--- src/rtl/access_log_writer.sv ---
// Purpose: buffers GDP access events in a small FIFO and writes them as {type, addr} entries to consecutive log BRAM addresses.
// Latency: an event sampled at edge N into an empty FIFO pops in cycle N+1 and strobes log_wr from edge N+1 (one cycle).
// Backpressure: log_busy stalls the pop with the head held; a full FIFO drops new events and sets sticky overflow.
module access_log_writer #(
    parameter int LOG_AW     = 10,
    parameter int FIFO_DEPTH = 4,
    parameter int WRAP       = 0
) (
    input  logic              clk,
    input  logic              rst,
    input  logic              enable,
    input  logic              clear,
    input  logic              ev_valid,
    input  logic              ev_write,
    input  logic [15:0]       ev_addr,
    input  logic              log_busy,
    output logic              log_wr,
    output logic [LOG_AW-1:0] log_addr,
    output logic [23:0]       log_data,
    output logic [LOG_AW:0]   entry_count,
    output logic              log_full,
    output logic              overflow
);

    localparam int FAW = $clog2(FIFO_DEPTH);
    localparam logic [LOG_AW:0] CNT_MAX  = {1'b1, {LOG_AW{1'b0}}};
    localparam logic [LOG_AW:0] CNT_LAST = CNT_MAX - (LOG_AW+1)'(1);
    localparam logic [FAW:0]    FIFO_FULL_CNT = {1'b1, {FAW{1'b0}}};

    typedef enum logic {
        ST_RUN  = 1'b0,
        ST_HALT = 1'b1
    } state_t;

    state_t              state_q, state_d;
    logic [LOG_AW-1:0]   wptr_q, wptr_d;
    logic [LOG_AW:0]     cnt_q, cnt_d;
    logic                full_q, full_d;
    logic                ovf_q, ovf_d;
    logic                wr_q, wr_d;
    logic [LOG_AW-1:0]   addr_q, addr_d;
    logic [23:0]         data_q, data_d;
    logic [FAW-1:0]      fifo_rd_q, fifo_rd_d;
    logic [FAW-1:0]      fifo_wr_q, fifo_wr_d;
    logic [FAW:0]        fifo_cnt_q, fifo_cnt_d;
    logic [23:0]         fifo_mem_q [FIFO_DEPTH];

    logic                fifo_empty;
    logic                fifo_full;
    logic                push_req;
    logic                push;
    logic                pop;
    logic [23:0]         ev_entry;
    logic [23:0]         head;

    assign fifo_empty = (fifo_cnt_q == '0);
    assign fifo_full  = (fifo_cnt_q == FIFO_FULL_CNT);
    assign head       = fifo_mem_q[fifo_rd_q];
    assign ev_entry   = {(ev_write ? 8'h01 : 8'h02), ev_addr};

    // Pop only while running and the BRAM port is free; a same-cycle pop frees a slot for the push.
    always_comb begin
        pop      = !clear && (state_q == ST_RUN) && !fifo_empty && !log_busy;
        push_req = ev_valid && enable && !clear;
        push     = push_req && (!fifo_full || pop);
    end

    // Next-state for FIFO pointers, log pointers, counters, flags and the registered write port.
    always_comb begin
        state_d    = state_q;
        wptr_d     = wptr_q;
        cnt_d      = cnt_q;
        full_d     = full_q;
        ovf_d      = ovf_q;
        wr_d       = pop;
        addr_d     = addr_q;
        data_d     = data_q;
        fifo_rd_d  = fifo_rd_q;
        fifo_wr_d  = fifo_wr_q;
        fifo_cnt_d = fifo_cnt_q;

        if (clear) begin
            state_d    = ST_RUN;
            wptr_d     = '0;
            cnt_d      = '0;
            full_d     = 1'b0;
            ovf_d      = 1'b0;
            wr_d       = 1'b0;
            fifo_rd_d  = '0;
            fifo_wr_d  = '0;
            fifo_cnt_d = '0;
        end else begin
            if (push_req && !push) begin
                ovf_d = 1'b1;
            end
            if (push) begin
                fifo_wr_d = fifo_wr_q + FAW'(1);
            end
            if (pop) begin
                fifo_rd_d = fifo_rd_q + FAW'(1);
                addr_d    = wptr_q;
                data_d    = head;
                wptr_d    = wptr_q + LOG_AW'(1);
                if (cnt_q != CNT_MAX) begin
                    cnt_d = cnt_q + (LOG_AW+1)'(1);
                end
                if (cnt_q == CNT_LAST) begin
                    full_d = 1'b1;
                    if (WRAP == 0) begin
                        state_d = ST_HALT;
                    end
                end
            end
            case ({push, pop})
                2'b10:   fifo_cnt_d = fifo_cnt_q + (FAW+1)'(1);
                2'b01:   fifo_cnt_d = fifo_cnt_q - (FAW+1)'(1);
                default: fifo_cnt_d = fifo_cnt_q;
            endcase
        end
    end

    // Control state, counters and the registered BRAM write port, with synchronous reset.
    always_ff @(posedge clk) begin
        if (rst) begin
            state_q    <= ST_RUN;
            wptr_q     <= '0;
            cnt_q      <= '0;
            full_q     <= 1'b0;
            ovf_q      <= 1'b0;
            wr_q       <= 1'b0;
            addr_q     <= '0;
            data_q     <= '0;
            fifo_rd_q  <= '0;
            fifo_wr_q  <= '0;
            fifo_cnt_q <= '0;
        end else begin
            state_q    <= state_d;
            wptr_q     <= wptr_d;
            cnt_q      <= cnt_d;
            full_q     <= full_d;
            ovf_q      <= ovf_d;
            wr_q       <= wr_d;
            addr_q     <= addr_d;
            data_q     <= data_d;
            fifo_rd_q  <= fifo_rd_d;
            fifo_wr_q  <= fifo_wr_d;
            fifo_cnt_q <= fifo_cnt_d;
        end
    end

    // Event storage; contents are only meaningful between the pointers, so no reset is needed.
    always_ff @(posedge clk) begin
        if (push) begin
            fifo_mem_q[fifo_wr_q] <= ev_entry;
        end
    end

    assign log_wr      = wr_q;
    assign log_addr    = addr_q;
    assign log_data    = data_q;
    assign entry_count = cnt_q;
    assign log_full    = full_q;
    assign overflow    = ovf_q;

endmodule

--- config.mk ---
export PLATFORM = sky130hd
export DESIGN_NAME = access_log_writer
export DESIGN_NICKNAME = d
export VERILOG_FILES = /design/src/rtl/access_log_writer.sv
export SDC_FILE = /design/constraint.sdc
export NUM_CORES = 1
export LEC_CHECK = 0
export CAP_MARGIN = 15
export CORE_MARGIN = 5
export CORE_UTILIZATION = 54
export DETAILED_ROUTE_END_ITERATION = 8
export PLACE_DENSITY_LB_ADDON = 0.15
export RECOVER_POWER = 25
export SLEW_MARGIN = 20
export SYNTH_ARGS = -nofsm -noshare
export SYNTH_HDL_FRONTEND = slang
export SYNTH_SLANG_ARGS = --single-unit
--- constraint.sdc ---
create_clock -name clk -period 3.01 [get_ports clk]
set_clock_uncertainty 0.1 [all_clocks]
set_input_delay 0.602 -clock clk [delete_from_list [all_inputs] [get_ports clk]]
set_output_delay 0.602 -clock clk [all_outputs]
set_load 0.01 [all_outputs]
# Word-level counts from Yosys, hierarchy flattened

Memories as Yosys holds them, arrays and structs flattened. A register that Yosys moved wholly into a read port is not among the register bits.
Index checks and enable logic that the tools add are counted.

Register bits after elaboration: 65
Memory bits (writable): 72
Word-level logic and storage cells: 47
Memories: 1

Memories:

| memory     | words | bits a word | rd ports | clocked after memory_dff | write ports | line | source |
|---|---|---|---|---|---|---|---|
| fifo_mem_q | 4     | 18          | 1        | 1                        | 1           | 46   | `logic [23:0] fifo_mem_q [FIFO_DEPTH];` |

$add $sub $neg: 6
Equal/unequal tests: 5
Mux-type cells: 4
Bitwise gates (word level): 2
Reductions and logical operators: 19

Operators with widths:

| operator                                              | count |
|---|---|
| adder 11 x 1 -> 11 bit, second input constant         | 1 |
| equality test 11 x 10 -> 1 bit, second input constant | 1 |
| != test 11 bit, second input constant                 | 1 |
| adder 10 x 1 -> 10 bit, second input constant         | 1 |
| logical AND 1 bit                                     | 7 |
| case mux 3 bit (2 select lines)                       | 1 |
| AND reduction 2 bit                                   | 3 |
| logical NOT 1 bit                                     | 5 |
| adder 2 x 1 -> 2 bit, second input constant           | 2 |
| adder 3 x 1 -> 3 bit, second input constant           | 1 |
| equality test 3 bit, second input constant            | 1 |
| logical NOT 3 bit                                     | 1 |
| subtractor 3 x 1 -> 3 bit, second input constant      | 1 |
| equality test 2 x 1 -> 1 bit, second input constant   | 1 |
| equality test 2 bit, second input constant            | 1 |
| two-way mux 1 bit                                     | 2 |
| two-way mux 2 bit                                     | 1 |
| inverter 1 bit                                        | 2 |
| nonzero test 2 bit                                    | 1 |
| OR reduction 2 bit                                    | 1 |
| logical OR 1 bit                                      | 1 |

# Logic depth before layout (Yosys ltp)

Depth in word-level cells: 8
Gate-level depth with buffers: 9
Gate-level depth less buffers: 7

# Least setup slack after synthesis

Ideal clock, no wire load.

Path kind: input to register
Start: input port clear
End: register fifo_cnt_q[2]
Arrival: 2.553 ns
Required time: 2.778 ns
Setup slack: 0.225 ns
Stages on the path: 9
Path buffers: 2
Cells stage by stage: or3_1 -> buf_2 -> nor2_8 -> buf_2 -> nand2_1 -> fa_1 -> or3_1 -> a31oi_1 -> a21oi_1

Word-level cells in the longest chain between the ends: 8
Elaborated cells on any way between the ends: 12
Classes of those cells: eq/ne (2); mux (1); reduce/logical (9)

RTL lines:

| what                                                                         | line   | source |
|---|---|---|
| start: declaration                                                           | 12     | `input logic clear,` |
| logical NOT 1 bit                                                            | 63, 64 |  |
| logical AND 1 bit (3 in a row)                                               | 63     | `pop = !clear && (state_q == ST_RUN) && !fifo_empty && !log_busy;` |
| logical OR 1 bit                                                             | 65     | `push = push_req && (!fifo_full \|\| pop);` |
| logical AND 1 bit                                                            | 65     |  |
| equality test 2 x 1 -> 1 bit / equality test 2 bit (equally long branches)   | 114    | `case ({push, pop})` |
| case mux 3 bit (2 select lines) / nonzero test 2 bit (equally long branches) | --     |  |
| end signal: assignment                                                       | 147    | `fifo_cnt_q <= fifo_cnt_d;` |
| end: declaration                                                             | 45     | `logic [FAW:0] fifo_cnt_q, fifo_cnt_d;` |

Parallel ways exist; a longest one is shown, timed or not.
A chain may end at the register's enable or synchronous reset.

# Worst setup path in the final report

Same ends and word-level chain as after synthesis.

==> metrics.txt <==
vias in the first global route between 3000 and 4000; CTS tree yes; Worst Setup End Kind flip-flop; min-delay src log_addr[6]; pin count of the biggest net entering global routing 36; GRT met1 Usage about a quarter; R2R depth 7; Post-synth EDFFs 72; final HPWL from detailed placement about 6700 um; Post-synth top flop edfxtp_1; r2r startpoint log_full; Ant. Diodes 0; flop and latch count out of synthesis between 100 and 150; share of the synthesized area in the top cell type 40.94%; Max Slew Vio Count 0; initial drt markers 186; synth unique cells between 50 and 60; GRT Overall Usage 20.26%; worst-path maximum fanout 4; slowest cell on the critical path or3_1; Final Power approximately 4 mW; Vias 3475; Post-CTS Resized 0; sequential share of the synthesized area a little over three fifths; power per cell area 597.4 mW/mm2; busiest grt layer met2; Core Rows 36; P&R area growth vs syn 26.89%; commonest non-fill, non-tap cell in the layout edfxtp_1; vias per inst around 5.5; CP Launch Type primary input; Cell Area, Synth around 0.0053 mm2; clock power share between 40% and 50%; status finished clean; Max-Cap Viols 0; Fin Hold WS 0.3535 ns; Gate Count Post-Synth 409; Final WS setup 0.4758 ns; Hold Path Class flip-flop to flip-flop; cell taking the most area after synthesis edfxtp_1; drt drc 0; synth top area cells edfxtp_1 41%, dfxtp_1 22%, mux4_2 7.7%, nand2_1 4.7%, a21oi_1 3.7%; area of the multi-input gates between 0.0015 and 0.002 mm2; Worst-Margin Slew just over 0.9 ns; clock buffer depth 2; Ys Warns 0; buffers inserted by post-CTS timing repair 0; Clock transition at path regs roughly 0.060 ns; clk_lat worst skew approximately 0.5 ns; GP Congestion ~0.86; Max stage delay on crit path 0.44 ns; PortBufs 64; width of the die 108.9 um; Remaining Overflow, GRT 0; sw frac 20.24%; # fillers 720; Sw Pwr ~0.81 mW; antenna violations before repair 0; Register Area around 0.0033 mm2; drt wl/cell about 17 um; Combinational Power Share around 3.2%; Total Routed Length 10810 um; Initial Util 54.79%; worst path cell trace clkdlybuf4s50_1 > or3_1 > nor2_8 > nand2_1 > fa_1 > or3_1 > a31oi_1 > a21oi_1; Hold Fails Final Rpt 0; DIE AREA roughly 0.012 mm2; Rel. slew slack between 30% and 40%; WHS Endpoint log_addr[6]; Flop pwr share between 40% and 50%; most frequent cells in the layout 72 x edfxtp_1, 66 x nand2_1, 59 x dfxtp_1, 48 x clkdlybuf4s50_1, 39 x a21oi_1; I/O pins approximately 70; Initial DRT Pass Iterations 5; Async SR Flop Fraction 0%; CTS root buffer clkbuf_8; maximum VDD drop between 300 and 400 uV; final net count between 500 and 600; Leakage between 2 and 2.5 nW; Critical R2R Capture fifo_cnt_q[2]; final setup fails 0; Hold Buf Count CTS 0; syn avg cell area 12.91 um2; critical path class primary input to flip-flop; H-tree depth 4; Tmin final approximately 2.5 ns; Int Pwr 3.193 mW; WHS Path Cells 2; Routed Antenna Nets 0; setup_tns 0 ns; layout cells sized above 1 about 15%; RSZ-0062 raised after global routing false; Max Freq about 400 MHz; CP Data Required Time around 3.3 ns; post-route clock period utilization a little over four fifths; crit-path most repeated cell or3_1; first-pass GRT wire length about 18000 um; GR Util met2 approximately 36%; met3 Resource Use GR 4.144%; CTS buffer count 17; clock sink count about 130; Arr. time, crit path 2.80 ns; Chip Height between 100 and 150 um; total core area 0.009639 mm2; FF-to-FF setup slack 0.49 ns; Placement Setup Slack -0.03760 ns
[cells by family (layout without fill, tap and decap cells)]
group,after synthesis,after routing,share of synthesized area [%]
AOI/OAI and AO/OA,59,59,6.633
other,1,6,0.07101
xor gates and xnor gates,12,12,1.990
adders and majority gates,8,8,2.037
DFF,131,131,63.30
and+or+nand+nor,146,146,14.78
buffers and inverters,32,116,3.127
muxes,20,20,8.055
[area by class of cell]
cell class	instances	area share (%)
well taps	133	2.483
multi-input cells	251	26.74
flip-flops and latches	131	49.89
clock inverters	10	1.382
clock buffers	22	7.412
inverters	8	0.4481
repair buffers	76	11.65
[sequential cells by signal, summed over array words and instances (netlist names)]
name,flops
log_wr,1
overflow,1
entry_count,11
fifo_mem_q,72
log_full,1
log_data,18
fifo_wr_q,2
fifo_rd_q,2
fifo_cnt_q,3
wptr_q,10
log_addr,10
[critical path: cells and delay by family]
| kind | cells | cell delay (ns) |
|---|---|---|
| simple gates | 4 | 1.04 |
| buf+inv | 1 | 0.41 |
| fa+ha+maj | 1 | 0.43 |
| compound gates | 2 | 0.32 |
[power groups by stage]
stage / logic (mW) / clock network [mW] / registers, mW
3_3_place_gp: 0.128 / 0 / 1.94
3_5_place_dp: 0.131 / 0 / 1.94
6_report: 0.128 / 1.97 / 1.90
2_1_floorplan: 0.0665 / 0 / 1.94
5_1_grt: 0.140 / 2.10 / 1.90
4_1_cts: 0.133 / 2.00 / 1.90
[cells in the mapped netlist, types with 2 or more instances]
master and number:
edfxtp_1 72, nand2_1 66, dfxtp_1 59, a21oi_1 39, nor2_1 20, mux4_2 18
buf_2 9, nand3_1 9, inv_1 8, nand4_1 8, xnor2_1 8, buf_4 7
ha_1 7, or3_1 7, and2_1 6, clkbuf_1 6, nor3_1 5, o31ai_1 4
xor2_1 4, a211oi_1 3, nor4b_2 3, o21ai_0 3, or4_1 3, a31oi_1 2
and4_1 2, mux2i_1 2, nand3b_1 2, nor3_4 2, or2_1 2
[worst max path at each step]
stage,from,endpoint,cells past startpoint
global placement,clear,fifo_cnt_q[2],8
global route,log_full,fifo_cnt_q[2],7
finish,clear,fifo_cnt_q[2],8
CTS,log_full,fifo_cnt_q[2],7
detailed placement,clear,fifo_cnt_q[2],8
floorplan,clear,fifo_cnt_q[2],9
[metal layers]
metal	vias to the layer above	part of all wire, %
met5	-	0
met4	0	1.2
met3	14	3.3
met2	75	54
met1	1740	41
li1	1646	-
[metrics by stage]
step | util [%] | std cells | instance area (um2)
2_1_floorplan | - | 414 | 5300
3_3_place_gp | 63.41 | 599 | 6112
3_5_place_dp | 63.41 | 599 | 6112
4_1_cts | 69.52 | 631 | 6701
5_1_grt | 69.52 | 631 | 6701
6_report | 69.52 | 631 | 6701
Power figures use the tool's default switching activity.
